**config.mk**
```make
export PLATFORM = sky130hd
export DESIGN_NAME = b_dis_mux_flat
export DESIGN_NICKNAME = d
export VERILOG_FILES = /design/src/rtl/b_dis_pkg.sv /design/src/rtl/b_dis_mux_if.sv /design/src/rtl/b_dis_bin2bcd.sv /design/src/rtl/b_dis_mux.sv /design/src/flat_wrapper.sv
export SDC_FILE = /design/constraint.sdc
export NUM_CORES = 1
export LEC_CHECK = 0
export CAP_MARGIN = 20
export CORE_ASPECT_RATIO = 1.4
export CORE_UTILIZATION = 40
export DETAILED_ROUTE_END_ITERATION = 10
export DONT_BUFFER_PORTS = 1
export GPL_TIMING_DRIVEN = 1
export HOLD_SLACK_MARGIN = 0.08
export PLACE_DENSITY_LB_ADDON = 0.2
export SYNTH_ARGS = -nofsm -noshare
export SYNTH_HDL_FRONTEND = slang
export SYNTH_SLANG_ARGS = --single-unit
export TNS_END_PERCENT = 20
```
**constraint.sdc**
```tcl
create_clock -name i_sys_clock -period 3.9 [get_ports i_sys_clock]
set_clock_uncertainty 0.2 [all_clocks]
set_input_delay 0.39 -clock i_sys_clock [delete_from_list [all_inputs] [get_ports i_sys_clock]]
set_output_delay 0.39 -clock i_sys_clock [all_outputs]
set_load 0.1 [all_outputs]
```
**src/rtl/b_dis_pkg.sv**
```systemverilog
// Shared definitions for the multiplexed signed-decimal display driver:
// BCD digit count, segment patterns and controller states.
package b_dis_pkg;

  function automatic int nbcd(input int data_w);
    return (data_w * 3) / 10 + 1;
  endfunction

  // Active-high {g,f,e,d,c,b,a}
  localparam logic [6:0] SEG_0     = 7'h3F;
  localparam logic [6:0] SEG_1     = 7'h06;
  localparam logic [6:0] SEG_2     = 7'h5B;
  localparam logic [6:0] SEG_3     = 7'h4F;
  localparam logic [6:0] SEG_4     = 7'h66;
  localparam logic [6:0] SEG_5     = 7'h6D;
  localparam logic [6:0] SEG_6     = 7'h7D;
  localparam logic [6:0] SEG_7     = 7'h07;
  localparam logic [6:0] SEG_8     = 7'h7F;
  localparam logic [6:0] SEG_9     = 7'h6F;
  localparam logic [6:0] SEG_MINUS = 7'h40;
  localparam logic [6:0] SEG_E     = 7'h79;
  localparam logic [6:0] SEG_R     = 7'h50;
  localparam logic [6:0] SEG_BLANK = 7'h00;

  typedef enum logic [1:0] {
    ST_IDLE   = 2'd0,
    ST_CONV   = 2'd1,
    ST_COMMIT = 2'd2
  } state_t;

  function automatic logic [6:0] seg_digit(input logic [3:0] d);
    logic [6:0] s;
    case (d)
      4'd0:    s = SEG_0;
      4'd1:    s = SEG_1;
      4'd2:    s = SEG_2;
      4'd3:    s = SEG_3;
      4'd4:    s = SEG_4;
      4'd5:    s = SEG_5;
      4'd6:    s = SEG_6;
      4'd7:    s = SEG_7;
      4'd8:    s = SEG_8;
      4'd9:    s = SEG_9;
      default: s = SEG_BLANK;
    endcase
    return s;
  endfunction

endpackage

```
**src/rtl/b_dis_mux_if.sv**
```systemverilog
// Load/value handshake from the datapath and the display pin bundle.
interface b_dis_mux_if #(
  parameter int DATA_W = 8,
  parameter int DIGITS = 4
);
  logic              i_b_dis_load;
  logic [DATA_W-1:0] i_b_dis_value;
  logic              i_b_dis_neg;
  logic              i_b_dis_ovf;
  logic              o_b_dis_busy;
  logic [6:0]        o_b_dis_dis_code;
  logic [DIGITS-1:0] o_b_dis_sel;

  modport slave (
    input  i_b_dis_load, i_b_dis_value, i_b_dis_neg, i_b_dis_ovf,
    output o_b_dis_busy, o_b_dis_dis_code, o_b_dis_sel
  );

  modport master (
    output i_b_dis_load, i_b_dis_value, i_b_dis_neg, i_b_dis_ovf,
    input  o_b_dis_busy, o_b_dis_dis_code, o_b_dis_sel
  );
endinterface

```
**src/rtl/b_dis_bin2bcd.sv**
```systemverilog
// Sequential double-dabble converter: one shift-add-3 step per clock after start.
// done is high during the cycle whose closing edge performs the final step.
module b_dis_bin2bcd
  import b_dis_pkg::*;
#(
  parameter int DATA_W = 8,
  parameter int NBCD   = nbcd(DATA_W)
) (
  input  logic                clk,
  input  logic                rst_n,
  input  logic                start,
  input  logic [DATA_W-1:0]   bin,
  output logic [4*NBCD-1:0]   bcd,
  output logic                done
);

  localparam int CNT_W = $clog2(DATA_W + 1);

  logic [DATA_W-1:0] bin_r;
  logic [4*NBCD-1:0] bcd_r;
  logic [CNT_W-1:0]  cnt_r;
  logic              last_r;
  logic [4*NBCD-1:0] adj_s;
  logic [4*NBCD-1:0] bcd_nxt_s;
  logic [DATA_W-1:0] bin_nxt_s;

  // One double-dabble step: correct digits >= 5, then shift left through the accumulator
  always_comb begin
    adj_s = bcd_r;
    for (int i = 0; i < NBCD; i++) begin
      if (adj_s[4*i +: 4] >= 4'd5) begin
        adj_s[4*i +: 4] = adj_s[4*i +: 4] + 4'd3;
      end else begin
        adj_s[4*i +: 4] = adj_s[4*i +: 4];
      end
    end
    bcd_nxt_s = {adj_s[4*NBCD-2:0], bin_r[DATA_W-1]};
    bin_nxt_s = {bin_r[DATA_W-2:0], 1'b0};
  end

  // Iteration counter and shift registers
  always_ff @(posedge clk or negedge rst_n) begin
    if (!rst_n) begin
      bin_r  <= '0;
      bcd_r  <= '0;
      cnt_r  <= '0;
      last_r <= 1'b0;
    end else if (start) begin
      bin_r  <= bin;
      bcd_r  <= '0;
      cnt_r  <= CNT_W'(DATA_W);
      last_r <= (DATA_W == 1);
    end else if (cnt_r != '0) begin
      bin_r  <= bin_nxt_s;
      bcd_r  <= bcd_nxt_s;
      cnt_r  <= cnt_r - CNT_W'(1);
      last_r <= (cnt_r == CNT_W'(2));
    end else begin
      last_r <= 1'b0;
    end
  end

  assign bcd  = bcd_r;
  assign done = last_r;

endmodule

```
**src/rtl/b_dis_mux.sv**
```systemverilog
// Signed-magnitude to multiplexed 7-segment display driver with blanking,
// floating minus sign, "Err" message and an anti-ghost gap at each digit slot.
module b_dis_mux
  import b_dis_pkg::*;
#(
  parameter int DATA_W      = 8,
  parameter int DIGITS      = 4,
  parameter int REFRESH_DIV = 1000,
  parameter int GHOST_CYC   = 2
) (
  input  logic        i_sys_clock,
  input  logic        i_sys_reset,
  b_dis_mux_if.slave  bus
);

  localparam int NBCD   = nbcd(DATA_W);
  localparam int PAD_N  = (NBCD > DIGITS) ? NBCD : DIGITS;
  localparam int SLOT_W = $clog2(REFRESH_DIV);
  localparam int IDX_W  = $clog2(DIGITS);

  state_t                  state_r;
  logic [DATA_W-1:0]       value_r;
  logic                    neg_r;
  logic                    ovf_r;
  logic                    busy_r;
  logic [DIGITS-1:0][6:0]  frame_r;
  logic [DIGITS-1:0][6:0]  frame_s;
  logic                    start_s;
  logic                    conv_done_s;
  logic [4*NBCD-1:0]       bcd_s;
  logic [4*PAD_N-1:0]      dig_s;
  int                      msd_s;
  logic                    sign_s;
  logic                    err_s;
  logic [SLOT_W-1:0]       slot_r;
  logic [IDX_W-1:0]        idx_r;
  logic [DIGITS-1:0]       sel_r;
  logic [6:0]              code_r;

  assign start_s = (state_r == ST_IDLE) && bus.i_b_dis_load && !bus.i_b_dis_ovf;

  b_dis_bin2bcd #(.DATA_W(DATA_W), .NBCD(NBCD)) u_bin2bcd (
    .clk   (i_sys_clock),
    .rst_n (i_sys_reset),
    .start (start_s),
    .bin   (bus.i_b_dis_value),
    .bcd   (bcd_s),
    .done  (conv_done_s)
  );

  assign dig_s = (4*PAD_N)'(bcd_s);

  // Frame builder: blank above the most significant digit, sign just above it
  always_comb begin
    msd_s = 0;
    for (int i = 0; i < PAD_N; i++) begin
      msd_s = (dig_s[4*i +: 4] != 4'd0) ? i : msd_s;
    end
    sign_s = neg_r && (value_r != '0);
    err_s  = ovf_r || (msd_s > DIGITS - 1) || (sign_s && (msd_s + 1 > DIGITS - 1));
    for (int j = 0; j < DIGITS; j++) begin
      if (err_s) begin
        if (j == 2) begin
          frame_s[j] = SEG_E;
        end else if (j < 2) begin
          frame_s[j] = SEG_R;
        end else begin
          frame_s[j] = SEG_BLANK;
        end
      end else if (j <= msd_s) begin
        frame_s[j] = seg_digit(dig_s[4*j +: 4]);
      end else if (sign_s && (j == msd_s + 1)) begin
        frame_s[j] = SEG_MINUS;
      end else begin
        frame_s[j] = SEG_BLANK;
      end
    end
  end

  // Load/convert/commit controller; the frame only changes on the commit edge
  always_ff @(posedge i_sys_clock or negedge i_sys_reset) begin
    if (!i_sys_reset) begin
      state_r <= ST_IDLE;
      value_r <= '0;
      neg_r   <= 1'b0;
      ovf_r   <= 1'b0;
      busy_r  <= 1'b0;
      frame_r <= '0;
    end else begin
      case (state_r)
        ST_IDLE: begin
          if (bus.i_b_dis_load) begin
            value_r <= bus.i_b_dis_value;
            neg_r   <= bus.i_b_dis_neg;
            ovf_r   <= bus.i_b_dis_ovf;
            busy_r  <= 1'b1;
            state_r <= bus.i_b_dis_ovf ? ST_COMMIT : ST_CONV;
          end
        end
        ST_CONV: begin
          if (conv_done_s) begin
            state_r <= ST_COMMIT;
          end
        end
        ST_COMMIT: begin
          frame_r <= frame_s;
          busy_r  <= 1'b0;
          state_r <= ST_IDLE;
        end
        default: begin
          busy_r  <= 1'b0;
          state_r <= ST_IDLE;
        end
      endcase
    end
  end

  // Free-running scan with all selects off at the start of each slot
  always_ff @(posedge i_sys_clock or negedge i_sys_reset) begin
    if (!i_sys_reset) begin
      slot_r <= '0;
      idx_r  <= '0;
      sel_r  <= '1;
      code_r <= 7'h7F;
    end else begin
      if (slot_r == SLOT_W'(REFRESH_DIV - 1)) begin
        slot_r <= '0;
        idx_r  <= (idx_r == IDX_W'(DIGITS - 1)) ? '0 : idx_r + IDX_W'(1);
      end else begin
        slot_r <= slot_r + SLOT_W'(1);
      end
      if (slot_r < SLOT_W'(GHOST_CYC)) begin
        sel_r  <= '1;
        code_r <= 7'h7F;
      end else begin
        sel_r  <= ~({{(DIGITS-1){1'b0}}, 1'b1} << idx_r);
        code_r <= ~frame_r[idx_r];
      end
    end
  end

  assign bus.o_b_dis_busy     = busy_r;
  assign bus.o_b_dis_dis_code = code_r;
  assign bus.o_b_dis_sel      = sel_r;

endmodule

```
**src/flat_wrapper.sv**
```systemverilog
// flat-port wrapper written by rule: the top's interface ports become plain ports
module b_dis_mux_flat import b_dis_pkg::*;
#(
  parameter int DATA_W      = 8,
  parameter int DIGITS      = 4,
  parameter int REFRESH_DIV = 1000,
  parameter int GHOST_CYC   = 2
)
  (i_sys_clock, i_sys_reset, bus_i_b_dis_load, bus_i_b_dis_value, bus_i_b_dis_neg, bus_i_b_dis_ovf, bus_o_b_dis_busy, bus_o_b_dis_dis_code, bus_o_b_dis_sel);
  b_dis_mux_if #(.DATA_W(DATA_W), .DIGITS(DIGITS)) bus_i ();
  input  logic i_sys_clock;
  input  logic i_sys_reset;
  input wire logic [$bits(bus_i.i_b_dis_load)-1:0] bus_i_b_dis_load;
  input wire logic [$bits(bus_i.i_b_dis_value)-1:0] bus_i_b_dis_value;
  input wire logic [$bits(bus_i.i_b_dis_neg)-1:0] bus_i_b_dis_neg;
  input wire logic [$bits(bus_i.i_b_dis_ovf)-1:0] bus_i_b_dis_ovf;
  output wire logic [$bits(bus_i.o_b_dis_busy)-1:0] bus_o_b_dis_busy;
  output wire logic [$bits(bus_i.o_b_dis_dis_code)-1:0] bus_o_b_dis_dis_code;
  output wire logic [$bits(bus_i.o_b_dis_sel)-1:0] bus_o_b_dis_sel;
  assign bus_i.i_b_dis_load = bus_i_b_dis_load;
  assign bus_i.i_b_dis_value = bus_i_b_dis_value;
  assign bus_i.i_b_dis_neg = bus_i_b_dis_neg;
  assign bus_i.i_b_dis_ovf = bus_i_b_dis_ovf;
  assign bus_o_b_dis_busy = bus_i.o_b_dis_busy;
  assign bus_o_b_dis_dis_code = bus_i.o_b_dis_dis_code;
  assign bus_o_b_dis_sel = bus_i.o_b_dis_sel;
  b_dis_mux #(.DATA_W(DATA_W), .DIGITS(DIGITS), .REFRESH_DIV(REFRESH_DIV), .GHOST_CYC(GHOST_CYC)) u_core (.i_sys_clock(i_sys_clock), .i_sys_reset(i_sys_reset), .bus(bus_i));
endmodule
```
# Word-level counts from Yosys, hierarchy flattened
# Memories as Yosys holds them, arrays and structs flattened.
# Cells that the tools add are included.
dict set report op_classes {
  addsub 7
  order_cmp 11
  eq_ne 10
  shifts 1
  n_mux 37
  bitwise_logic 3
  reduce_logical 21
}
# operator n
set op_table {}
lappend op_table {{two-way mux 7 bit} 14}
lappend op_table {{== test 3 x 32 -> 1 bit (first input constant)} 2}
lappend op_table {{greater-than comparator 32 x 3 -> 1 bit (second input constant)} 2}
lappend op_table {{<= comparator 3 x 32 -> 1 bit (first input constant)} 2}
lappend op_table {{adder 32 x 2 -> 32 bit (second input constant)} 1}
lappend op_table {{== test 2 x 32 -> 1 bit (first input constant)} 1}
lappend op_table {{<= comparator 1 x 32 -> 1 bit (first input constant)} 1}
lappend op_table {{<= comparator 2 x 32 -> 1 bit (first input constant)} 1}
lappend op_table {{zero test 32 bit} 1}
lappend op_table {{two-way mux 32 bit} 1}
lappend op_table {{two-way mux 12 bit} 2}
lappend op_table {{two-way mux 4 bit} 5}
lappend op_table {{two-way mux 8 bit} 2}
lappend op_table {{binary-select mux 7 bit (select 2 bit)} 1}
lappend op_table {{greater-or-equal comparator 4 x 3 -> 1 bit (second input constant)} 3}
lappend op_table {{nonzero test 4 bit} 3}
lappend op_table {{adder 10 x 1 -> 10 bit (second input constant)} 1}
lappend op_table {{== test 10 bit (second input constant)} 1}
lappend op_table {{less-than comparator 10 x 2 -> 1 bit (second input constant)} 1}
lappend op_table {{two-way mux 10 bit} 1}
lappend op_table {{adder 4 x 2 -> 4 bit (second input constant)} 2}
lappend op_table {{logical AND 1 bit} 8}
lappend op_table {{two-way mux 2 bit} 4}
lappend op_table {{nonzero test 8 bit} 1}
lappend op_table {{21 further kinds} 29}
dict set report totals {
  ff_bits 89
  romBits 448
  input_bits 13
  memories 4
}
# name depth word_bits read_ports rd_clocked_by_memory_dff wr line
set mem_list {}
lappend mem_list {{(no name shown)} 16 7 1 0 0 b_dis_pkg.sv:33} ;# case (d)
lappend mem_list {{(no name shown)} 16 7 1 0 0 b_dis_pkg.sv:33}
lappend mem_list {{(no name shown)} 16 7 1 0 0 b_dis_pkg.sv:33}
lappend mem_list {{(no name shown)} 16 7 1 0 0 b_dis_pkg.sv:33}

# Logic depth before layout (Yosys ltp)
# Gate-level depths: netlist of run 1.
dict set report depth {
  depth_word 9
  depth_mapped 7
}

# Modules after synthesis
# Synthesis of run 1 repeated with hierarchy kept, for this count alone.
dict set report unflattened {
  cells_unflattened 462
  area_unflattened_um2 4511.8
}
# module n_inst cells_per_inst area_each_um2
set by_module_without_submodules {}
lappend by_module_without_submodules {b_dis_mux 1 308 3047.9}
lappend by_module_without_submodules {b_dis_bin2bcd 1 154 1463.9}

# Worst setup path before layout of run 1
# Ideal clock, no wire load.
dict set report synth_timing {
  path_kind {register to register}
  start {reg u_core.u_bin2bcd.bcd_r[1] (netlist: u_core.u_bin2bcd.bcd[1])}
  end {reg u_core.u_bin2bcd.bcd_r[2] (netlist: u_core.u_bin2bcd.bcd[2])}
  setup_ns 0.077
  arrival_time_ns 1.528
  slack_ns 2.095
  stages_incl_launch_ff 7
  n_path_buf 0
  path_cell_list {dfrtp_1 > inv_1 > ha_1 > nand2b_1 > a21oi_1 > mux2_2 > a21oi_1}
}
dict set report synth_via {
  elab_chain_cells 4
  word_cells_on_any_way 5
}
# element line
set synth_lines {}
lappend synth_lines {{from (decl)} b_dis_bin2bcd.sv:20} ;# logic [4*NBCD-1:0] bcd_r;
lappend synth_lines {{from (signal assigned)} b_dis_bin2bcd.sv:55} ;# bcd_r <= bcd_nxt_s;
lappend synth_lines {{adder 4 x 2 -> 4 bit / greater-or-equal comparator 4 x 3 -> 1 bit (equally long branches)} {b_dis_bin2bcd.sv:32, b_dis_bin2bcd.sv:31}}
lappend synth_lines {{two-way mux 4 bit *} b_dis_bin2bcd.sv:31} ;# if (adj_s[4*i +: 4] >= 4'd5) begin
lappend synth_lines {{two-way mux 12 bit *} b_dis_bin2bcd.sv:53} ;# end else if (cnt_r != '0) begin
lappend synth_lines {{two-way mux 12 bit *} b_dis_bin2bcd.sv:48} ;# end else if (start) begin
# Mark *: on every way between the ends. The rest lies on a longest branch, timed or not. The select of a mux whose other input is x is not followed.
# A chain may end at the register's enable or synchronous reset.

# Worst setup path after layout of run 1
dict set report layout_timing {
  start {reg u_core.state_r[0]}
  end {reg u_core.frame_r[20] (netlist name)}
}
dict set report layout_via {
  elab_chain_cells 1
}
# element line
set layout_lines {}
lappend layout_lines {{from (decl)} b_dis_mux.sv:21} ;# state_t state_r;
lappend layout_lines {{from (signal assigned)} b_dis_mux.sv:97} ;# state_r <= bus.i_b_dis_ovf ? ST_COMMIT : ST_CONV;
lappend layout_lines {{== test 2 bit} b_dis_mux.sv:90} ;# case (state_r)
lappend layout_lines {{to (signal assigned)} b_dis_mux.sv:106} ;# frame_r <= frame_s;
lappend layout_lines {{to (decl)} b_dis_mux.sv:26} ;# logic [DIGITS-1:0][6:0] frame_r;
# No other way between the ends.

==> results_dict.tcl, run 1 <==
set metrics [dict create \
    status "finished, final reports clean" \
    drive_above_1_share_pct 11.75 \
    gp_congestion 0.7594 \
    ff2ff_setup_slack_ps 1560 \
    p_leak_nw 2.112 \
    vias_per_cell 5.131 \
    fin_nets 468 \
    p_switching_w 0.001554 \
    ios 25 \
    cpMaxStageDelayCell "nor2_2" \
    drv_cap 0 \
    crit-reg2reg-capture "u_core.frame_r[20]$_DFFE_PN0N_" \
    holdCritStartpoint "bus_i_b_dis_ovf" \
    grt_pass1_vias 2982 \
    drt.antenna.violating_nets 0 \
    post_cts_resized 0 \
    io_buffers 0 \
    syn_inst 426 \
    arrival_ps 2350 \
    numCtsBuffers 9 \
    critPathRequiredTime_ps 3920 \
    ys_ff_latch 84 \
    clkPwrFrac_pct 24.4 \
    fin_util_pct 46.53 \
    place_area_um2 4387 \
    critPathLaunchType "flop" \
    avgSynthCellArea_um2 10.13 \
    die-area_um2 11210 \
    clk_pin_slew_ps 60 \
    ys.flop_type "dfrtp_1" \
    reg2reg_depth 4 \
    dr.pass1.iters 4 \
    ys_seq_area_share_pct 49.03 \
    crit_fanout 18 \
    n_fill_cell 972 \
    grt_max_degree 85 \
    synth_nets 465 \
    first_iter_violations 101 \
    p_per_area_nw_per_um2 817.4 \
    clock_latency_ps 340 \
    setup_slack_ps 1562 \
    worstPathCellList "nand2b_1, nor2_2, o31ai_1, o32a_1" \
    die-width_um 89.79 \
    critical_path_class "flop to flop" \
    intPower_w 0.002424 \
    finalMaxSlewViolations 0 \
    ys_top_cells_by_area "dfrtp_1 (42%), ha_1 (7.5%), dfstp_2 (6.7%)" \
    final_common_cell "dfrtp_1" \
    holdWs_ps 113.6 \
    drc 0 \
    grt_pass1_wl_um 14680 \
    syn-cell-area_um2 4315 \
    fp-row-count 44 \
    clockBufferDepth 2 \
    synthArstFlopShare_pct 100.0 \
    post-place-ws_ps 1583 \
    cpPeakStageDelay_ps 540 \
    synth_enable_flop_cells 0 \
    grt_usage_pct 16.47 \
    cts.sinks 84 \
    switching_share_pct 39.06 \
    ir_drop_mv 0.4356 \
    fmax_mhz 427.7 \
    yosys_warnings 0 \
    finalSetupViolCount 0 \
    combPwrFrac_pct 30.8 \
    whs_endpoint "u_core.state_r[1]$_DFFE_PN0P_" \
    worst-slew-pin-transition_ps 939.1 \
    routedWlPerCell_um 14.62 \
    crit_family "simple AND/OR/NAND/NOR gates" \
    rsz0062_at_grt "no" \
    cp_num_buf_inv 0 \
    synthToLayoutAreaGrowth_pct 12.79 \
    diodes 0 \
    seq_power_share_pct 44.8 \
    endpoint_kind "flop" \
    final_cell_mix "dfrtp_1 (73), nand2_1 (63), nor2_1 (39)" \
    antenna_found_initial 0 \
    core-area_um2 10460 \
    grt_overflow 0 \
    hold_viol 0 \
    start_util_pct 41.26 \
    timing.setup.tns_ps 0 \
    die_h_um 124.9 \
    ys_types 50 \
    yosysTopAreaCell "dfrtp_1" \
    hold_path_depth 4 \
    hp-class "input pin to flop" \
    finalCritPeriodShare_pct 59.94 \
    slew_headroom_pct 37.27 \
    htree_levels 3 \
    dp_hpwl_um 5864 \
    totalWireLength_um 8361 \
    num_vias 2935 \
    cts_tree "built" \
    finalInstanceArea_um2 4867 \
    yosysTopAreaCellShare_pct 42.33 \
    reg2reg_from "u_core.state_r[0]$_DFFE_PN0P_" \
    cts-root-buf "clkbuf_16" \
    period_minus_slack_ps 2338 \
]
## routing by layer
metal,vias up,global-route usage (%),part of all wire (%)
met4,0,6.654,2.0
met3,11,3.663,3.2
li1,1463,-,-
met2,48,27.96,50
met5,-,0,0
met1,1413,20.22,44
## cell type report
| cell class | instances | area (um2) | area share (%) |
|---|---|---|---|
| Tap cell | 138 | 172.7 | 3.548 |
| Multi-Input combinational cell | 304 | 2027 | 41.65 |
| Timing Repair Buffer | 13 | 145.1 | 2.982 |
| Clock inverter | 5 | 100.1 | 2.057 |
| Clock buffer | 11 | 242.7 | 4.987 |
| Inverter | 17 | 63.81 | 1.311 |
| Sequential cell | 84 | 2116 | 43.47 |
## power groups by stage
stage | sequential (W) | clock [W] | combinational (W)
global route | 0.00184 | 0.00102 | 0.00141
global placement | 0.00179 | 0 | 0.00118
finish | 0.00178 | 0.000970 | 0.00123
floorplan | 0.00165 | 0 | 0.00107
CTS | 0.00178 | 0.000988 | 0.00125
detailed placement | 0.00180 | 0 | 0.00121
## worst max path at each step
stage / from / end / slack (ps) / cells after the start
6_report: u_core.state_r[0]$_DFFE_PN0P_ / u_core.frame_r[20]$_DFFE_PN0N_ / 1560 / 4
5_1_grt: u_core.state_r[0]$_DFFE_PN0P_ / u_core.frame_r[20]$_DFFE_PN0N_ / 1360 / 4
4_1_cts: u_core.state_r[0]$_DFFE_PN0P_ / u_core.frame_r[20]$_DFFE_PN0N_ / 1560 / 4
3_5_place_dp: u_core.state_r[0]$_DFFE_PN0P_ / u_core.frame_r[20]$_DFFE_PN0N_ / 1580 / 4
3_3_place_gp: u_core.state_r[0]$_DFFE_PN0P_ / u_core.frame_r[20]$_DFFE_PN0N_ / 1620 / 4
2_1_floorplan: u_core.u_bin2bcd.bcd[1]$_DFFE_PN0P_ / u_core.u_bin2bcd.bcd[2]$_DFFE_PN0P_ / 2090 / 6
## stage by stage
step / cells / power [W]
finish: 572 / 0.003979
floorplan: 426 / 0.002721
CTS: 572 / 0.004017
global placement: 544 / 0.002976
detailed placement: 544 / 0.003006
global route: 572 / 0.004265
## registers in the layout, indices dropped and copies added, names as in the netlist
register and count:
u_core.slot_r 10, u_core.bus.o_b_dis_sel 4, u_core.value_r 8, u_core.u_bin2bcd.bcd 12, u_core.ovf_r 1, u_core.bus.o_b_dis_dis_code 7, u_core.neg_r 1, u_core.u_bin2bcd.bin_r 8
u_core.frame_r 23, u_core.u_bin2bcd.cnt_r 4, u_core.u_bin2bcd.done 1, u_core.state_r 2, u_core.idx_r 2, u_core.bus.o_b_dis_busy 1
## cell families (layout without fill, tap and decap cells)
kind of cell	after synthesis	after routing	synth area share, %
flip-flops	84	84	49.03
buffers and inverters	38	46	4.001
AND/OR/NAND/NOR	165	165	18.41
XOR/XNOR	14	14	2.841
multiplexers	22	22	7.567
adder cells (fa/ha/maj)	26	26	7.538
AO/OA/AOI/OAI	77	77	10.61
## synth_stat cells, types with 3 or more instances
library cell / count
dfrtp_1: 73
nand2_1: 63
nor2_1: 39
ha_1: 26
a21oi_1: 25
o21ai_1: 22
inv_1: 17
buf_2: 15
dfstp_2: 11
nand3_1: 11
xnor2_1: 10
mux2_2: 9
nand2b_1: 9
a31oi_1: 8
nor3_1: 8
mux4_2: 7
mux2_1: 6
nor2b_1: 6
a211oi_1: 5
and2_1: 4
clkbuf_1: 4
o21ai_0: 4
or3_1: 4
xor2_1: 4
nand4_1: 3
nor3b_1: 3
nor4_1: 3
o31ai_1: 3
## repair_timing
item / in CTS / in global routing
hold buffers: 12 / 0
endpoints found under the hold margin: 102 / 0
setup buffers: 0 / 0
setup endpoints to repair: 0 / 0
## worst register-to-register path, delay by kind of cell, from the launching register on
family | cells | cell delay (ps)
AO/OA/AOI/OAI | 2 | 570
flip-flops | 1 | 430
AND/OR/NAND/NOR | 2 | 1030
Note: power is estimated with default switching activity, not from simulation.
==> inputs of run 2 (changes only) <==
==> constraint.sdc (replaced) <==
create_clock -name i_sys_clock -period 2.15 [get_ports i_sys_clock]
set_clock_uncertainty 0.2 [all_clocks]
set_input_delay 0.215 -clock i_sys_clock [delete_from_list [all_inputs] [get_ports i_sys_clock]]
set_output_delay 0.215 -clock i_sys_clock [all_outputs]
set_load 0.1 [all_outputs]
==> results_dict.tcl, run 2 (synthesis gave the netlist of run 1 again) <==
set metrics [dict create \
    reg2reg_depth 6 \
    vias_per_cell 5.179 \
    drc 0 \
    die-width_um 89.79 \
    cts.sinks 84 \
    num_vias 3009 \
    finalMaxSlewViolations 0 \
    dp_hpwl_um 6146 \
    ff2ff_setup_slack_ps 180 \
    clockBufferDepth 2 \
    hp-class "input pin to async pin" \
    hold_viol 84 \
    crit_family "flip-flops" \
    synthToLayoutAreaGrowth_pct 13.48 \
    arrival_ps 2030 \
    clk_pin_slew_ps 60 \
    grt_pass1_vias 2918 \
    crit-reg2reg-capture "u_core.u_bin2bcd.bcd[6]$_DFFE_PN0P_" \
    cp_num_buf_inv 1 \
    ir_drop_mv 0.7694 \
    worstPathCellList "inv_1, ha_1, nand2b_1, a21oi_1, mux2_2, o21ai_1" \
    regMostFlops "u_core.frame_r" \
    routedWlPerCell_um 14.84 \
    timing.setup.tns_ps 0 \
    final_cell_mix "dfrtp_1 (73), nand2_1 (63), nor2_1 (39)" \
    rsz0062_at_grt "no" \
    cpPeakStageDelay_ps 450 \
    cts-root-buf "clkbuf_16" \
    critPathRequiredTime_ps 2210 \
    busiest_layer "met2" \
    period_minus_slack_ps 1970 \
    status "finished with violations" \
    dr.pass1.iters 4 \
    crit_fanout 7 \
    grt_pass1_wl_um 14720 \
    first_iter_violations 113 \
    grt_overflow 0 \
    holdWs_ps -626.9 \
    power.total_w 0.007098 \
    diodes 0 \
    fin_nets 477 \
    drt.antenna.violating_nets 0 \
    n_fill_cell 996 \
    io_buffers 0 \
    numCtsBuffers 9 \
    core-area_um2 10460 \
    grt_usage_pct 16.89 \
    violations "negative hold slack" \
    finalCritPeriodShare_pct 91.62 \
    worst-slew-pin-transition_ps 548.6 \
    fmax_mhz 507.7 \
    slew_headroom_pct 63.42 \
    cpMaxStageDelayCell "dfrtp_1" \
    endpoint_kind "flop" \
    die-area_um2 11210 \
    reg2reg_from "u_core.u_bin2bcd.bcd[5]$_DFFE_PN0P_" \
    totalWireLength_um 8620 \
    grt_max_degree 85 \
    p_leak_nw 2.135 \
    cp_num_cells 6 \
    final_common_cell "dfrtp_1" \
    htree_levels 3 \
    p_per_area_nw_per_um2 1449 \
    use_met3_pct 5.433 \
    critical_path_class "flop to flop" \
    place_area_um2 4462 \
    gp_congestion 0.8020 \
    drive_above_1_share_pct 14.00 \
    antenna_found_initial 0 \
    ios 25 \
    largest_register_ff_count 23 \
    start_util_pct 41.26 \
    fp-row-count 44 \
    drv_cap 0 \
    finalInstanceArea_um2 4897 \
    cts_tree "built" \
    hold_buffers 11 \
    use_met1_pct 20.17 \
    die_h_um 124.9 \
    clock_latency_ps 340 \
    critPathLaunchType "flop" \
    finalSetupViolCount 0 \
    grt_util_met2_pct 28.46 \
]
## run 2: cell count changes in the layout (fill, tap and decap cells not counted), moves of 2 or more
cell and delta:
clkbuf_8 +2, bufinv_16 -2, clkinv_2 -2, buf_4 +10, clkinv_4 +3
## run 2: metrics by stage
step                cells  util [%]  worst slack (ps)
floorplan             426         -             344.9
global placement      554     42.66             268.6
detailed placement    554     42.66             162.1
CTS                   581     46.79             152.9
global route          581     46.82             29.60
finish                581     46.82             180.2
## run 2: worst max-delay path by stage
stage / from / to / slack, ps
finish: u_core.u_bin2bcd.bcd[5]$_DFFE_PN0P_ / u_core.u_bin2bcd.bcd[6]$_DFFE_PN0P_ / 180
global route: u_core.u_bin2bcd.bcd[9]$_DFFE_PN0P_ / u_core.frame_r[20]$_DFFE_PN0N_ / 30
CTS: u_core.u_bin2bcd.bcd[9]$_DFFE_PN0P_ / u_core.u_bin2bcd.bcd[10]$_DFFE_PN0P_ / 150
detailed placement: u_core.u_bin2bcd.bcd[9]$_DFFE_PN0P_ / u_core.u_bin2bcd.bcd[10]$_DFFE_PN0P_ / 160
global placement: u_core.u_bin2bcd.bcd[8]$_DFFE_PN0P_ / u_core.u_bin2bcd.bcd[10]$_DFFE_PN0P_ / 270
floorplan: u_core.u_bin2bcd.bcd[1]$_DFFE_PN0P_ / u_core.u_bin2bcd.bcd[2]$_DFFE_PN0P_ / 340
## run 2: layout make-up
cell class | count | area (um2) | share of cell area, %
Inverter | 17 | 63.81 | 1.303
Tap cell | 138 | 172.7 | 3.526
Clock inverter | 4 | 56.30 | 1.150
Clock buffer | 12 | 266.5 | 5.442
Timing Repair Buffer | 22 | 192.7 | 3.935
Sequential cell | 84 | 2116 | 43.20
Multi-Input combinational cell | 304 | 2029 | 41.44
## run 2: layer usage
metal | wire length (um) | part of all wire [%] | vias to the layer above
met5 | 0 | 0 | -
met4 | 131 | 1.5 | 0
met3 | 278 | 3.2 | 10
met2 | 4444 | 52 | 58
met1 | 3766 | 44 | 1446
li1 | - | - | 1495
## run 2: what timing repair did
action | 4_1_cts | 5_1_grt
buffers inserted | 0 | 0
resized for setup | 0 | 1
setup endpoints to repair | 0 | 1
hold endpoints to repair | 111 | 84
## run 2: report_power, final
group,total [W],leakage [nW],internal (W),switching [W]
combinational,0.00232,0.963,0.00107,0.00124
clock,0.00161,0.159,0.00100,0.000610
sequential,0.00317,1.01,0.00221,0.000961
==> inputs of run 3 (changes only) <==
--- a/config.mk
+++ b/config.mk
@@ -5,8 +5,8 @@
 export SDC_FILE = /design/constraint.sdc
 export NUM_CORES = 1
 export LEC_CHECK = 0
+export ABC_AREA = 1
 export CAP_MARGIN = 20
-export CORE_ASPECT_RATIO = 1.4
 export CORE_UTILIZATION = 40
 export DETAILED_ROUTE_END_ITERATION = 10
 export DONT_BUFFER_PORTS = 1
@@ -16,4 +16,4 @@
 export SYNTH_ARGS = -nofsm -noshare
 export SYNTH_HDL_FRONTEND = slang
 export SYNTH_SLANG_ARGS = --single-unit
-export TNS_END_PERCENT = 20
+export TNS_END_PERCENT = 1
==> results_dict.tcl, run 3 <==
set metrics [dict create \
    synth_common_cells "nand2_1 (109), inv_1 (75), dfrtp_1 (73)" \
    io_buffers 0 \
    timing.setup.tns_ps 0 \
    die-width_um 107.6 \
    cpPeakStageDelay_ps 560 \
    period_minus_slack_ps 2016 \
    crit_family "buffers and inverters" \
    yosysTopAreaCell "dfrtp_1" \
    die_h_um 107.6 \
    ir_drop_mv 0.7507 \
    crit-reg2reg-capture "u_core.u_bin2bcd.bin_r[0]$_DFFE_PN0P_" \
    grt_pass1_wl_um 16060 \
    reg2reg_depth 7 \
    avgSynthCellArea_um2 8.494 \
    totalWireLength_um 9052 \
    hold_buffers 18 \
    grt_max_degree 85 \
    ys_seq_area_share_pct 47.45 \
    critical_path_class "flop to flop" \
    cp_num_buf_inv 3 \
    cts-root-buf "clkbuf_8" \
    rsz0062_at_grt "no" \
    diodes 0 \
    p_leak_nw 2.405 \
    drv_cap 0 \
    syn-cell-area_um2 4459 \
    grt_pass1_vias 3392 \
    synthArstFlopShare_pct 100.0 \
    arrival_ps 2110 \
    grt_overflow 0 \
    num_vias 3404 \
    synth_nets 564 \
    finalCritPeriodShare_pct 93.77 \
    syn_inst 525 \
    regMostFlops "u_core.frame_r" \
    cpMaxStageDelayCell "dlygate4sd3_1" \
    fin_util_pct 45.80 \
    dp_hpwl_um 6274 \
    clk_pin_slew_ps 80 \
    hp-class "input pin to async pin" \
    yosysTopAreaCellShare_pct 40.97 \
    ys_top_cells_by_area "dfrtp_1 (41%), nand2_1 (9.2%), ha_1 (7.3%)" \
    first_iter_violations 165 \
    synth_enable_flop_cells 0 \
    drt.antenna.violating_nets 0 \
    worst-slew-pin-transition_ps 503.7 \
    finalSetupViolCount 0 \
    violations "negative hold slack" \
    vias_per_cell 4.919 \
    post_cts_resized 0 \
    start_util_pct 41.14 \
    holdWs_ps -653.1 \
    largest_register_ff_count 23 \
    routedWlPerCell_um 13.08 \
    grt_usage_pct 17.81 \
    place_inst 655 \
    endpoint_kind "flop" \
    hold_viol 84 \
    power.total_w 0.006841 \
    final_common_cell "nand2_1" \
    clockBufferDepth 2 \
    core-area_um2 10840 \
    critPathRequiredTime_ps 2250 \
    finalMaxSlewViolations 0 \
    slew_headroom_pct 66.32 \
    numCtsBuffers 9 \
    status "finished with violations" \
    die-area_um2 11570 \
    fp-row-count 38 \
    drive_above_1_share_pct 11.41 \
    synthToLayoutAreaGrowth_pct 11.34 \
    worstPathCellList "inv_1, ha_1, nand2_1, inv_2, nand2_8, o22ai_2, dlygate4sd3_1" \
    ys_types 40 \
    ff2ff_setup_slack_ps 130 \
    reg2reg_from "u_core.u_bin2bcd.cnt_r[1]$_DFFE_PN0P_" \
    synth_most_common_cell "nand2_1" \
    p_per_area_nw_per_um2 1378 \
    antenna_found_initial 0 \
    drc 0 \
    ys_ff_latch 84 \
    htree_levels 3 \
    final_cell_mix "nand2_1 (109), inv_1 (75), dfrtp_1 (73)" \
    cts.sinks 84 \
    gp_congestion 0.8605 \
    critPathLaunchType "flop" \
    fin_nets 586 \
    ios 25 \
    ys.flop_type "dfrtp_1" \
    cts_tree "built" \
    crit_fanout 13 \
    clock_latency_ps 360 \
    yosys_warnings 0 \
    fin_cells 692 \
    dr.pass1.iters 4 \
    fmax_mhz 496.0 \
]
==> run 3: cell count changes after synthesis, sizes merged, moves of 6 or more <==
cell	before	now
a31oi	8	1
buf	17	8
inv	17	84
mux2	15	0
mux4	7	0
nand2	63	114
nand2b	9	0
nand3	12	25
nor2	41	53
nor2b	6	0
o21ai	26	64
o22ai	0	12
xnor2	10	1
==> run 3: final cells by class <==
type,instances,area (um2)
clock inverter,6,55.05
inverter,84,320.3
timing repair buffer,23,217.7
clock buffer,10,127.6
tap,140,175.2
fill,1075,5876
multi-input combinational,345,1953
sequential,84,2116
==> run 3: what timing repair did <==
item / CTS / global route
setup endpoints to repair: 0 / 1
endpoints found under the hold margin: 107 / 84
setup buffers: 0 / 2
==> run 3: kinds of logic after synthesis <==
| group | Yosys count | synth area share [%] |
|---|---|---|
| AO/OA/AOI/OAI | 108 | 14.56 |
| XOR/XNOR | 5 | 0.9820 |
| adder cells (fa/ha/maj) | 26 | 7.295 |
| buffers and inverters | 97 | 9.007 |
| flip-flops | 84 | 47.45 |
| AND/OR/NAND/NOR | 205 | 20.71 |
==> run 3: where the power goes <==
group / internal [W] / leakage (nW) / switching (W) / total (W)
clock: 0.000527 / 0.0996 / 0.000551 / 0.00108
sequential: 0.00219 / 1.02 / 0.000716 / 0.00290
combinational: 0.00104 / 1.29 / 0.00182 / 0.00286
==> run 3: per-stage QoR <==
stage	hold WS, ps	instance area, um2	setup WS, ps
after global placement	-277.8	4576	345.1
final	-653.1	4965	133.9
after CTS	-679.0	4938	34.47
after floorplan	-280.6	4459	571.8
after global routing	-694.8	4965	35.10
after detailed placement	-277.4	4576	346.3
==> run 3: how the worst max path moves through the flow <==
| stage | start | to | slack (ps) | cells past startpoint |
|---|---|---|---|---|
| floorplan | u_core.u_bin2bcd.bcd[9]$_DFFE_PN0P_ | u_core.u_bin2bcd.bcd[9]$_DFFE_PN0P_ | 570 | 9 |
| finish | u_core.u_bin2bcd.cnt_r[1]$_DFFE_PN0P_ | u_core.u_bin2bcd.bin_r[0]$_DFFE_PN0P_ | 130 | 7 |
| global route | u_core.u_bin2bcd.cnt_r[0]$_DFFE_PN0P_ | u_core.u_bin2bcd.bin_r[0]$_DFFE_PN0P_ | 40 | 7 |
| detailed placement | u_core.u_bin2bcd.bcd[9]$_DFFE_PN0P_ | u_core.u_bin2bcd.bcd[9]$_DFFE_PN0P_ | 350 | 9 |
| CTS | u_core.state_r[0]$_DFFE_PN0P_ | u_core.u_bin2bcd.bin_r[0]$_DFFE_PN0P_ | 30 | 7 |
| global placement | u_core.u_bin2bcd.bcd[9]$_DFFE_PN0P_ | u_core.u_bin2bcd.bcd[10]$_DFFE_PN0P_ | 350 | 9 |
==> run 3: worst reg2reg max path, cell delays in order (launching register included) <==
cell and delay [ps]:
dfrtp_1 390, inv_1 140, ha_1 190, nand2_1 130
inv_2 140, nand2_8 110, o22ai_2 100, dlygate4sd3_1 560
==> run 3: metal layers <==
layer	routed length, um	up-vias	GRT usage (%)
li1	-	1731	-
met1	4492	1597	23.49
met2	4090	65	28.25
met3	346	11	4.661
met4	123	0	6.067
met5	0	-	0
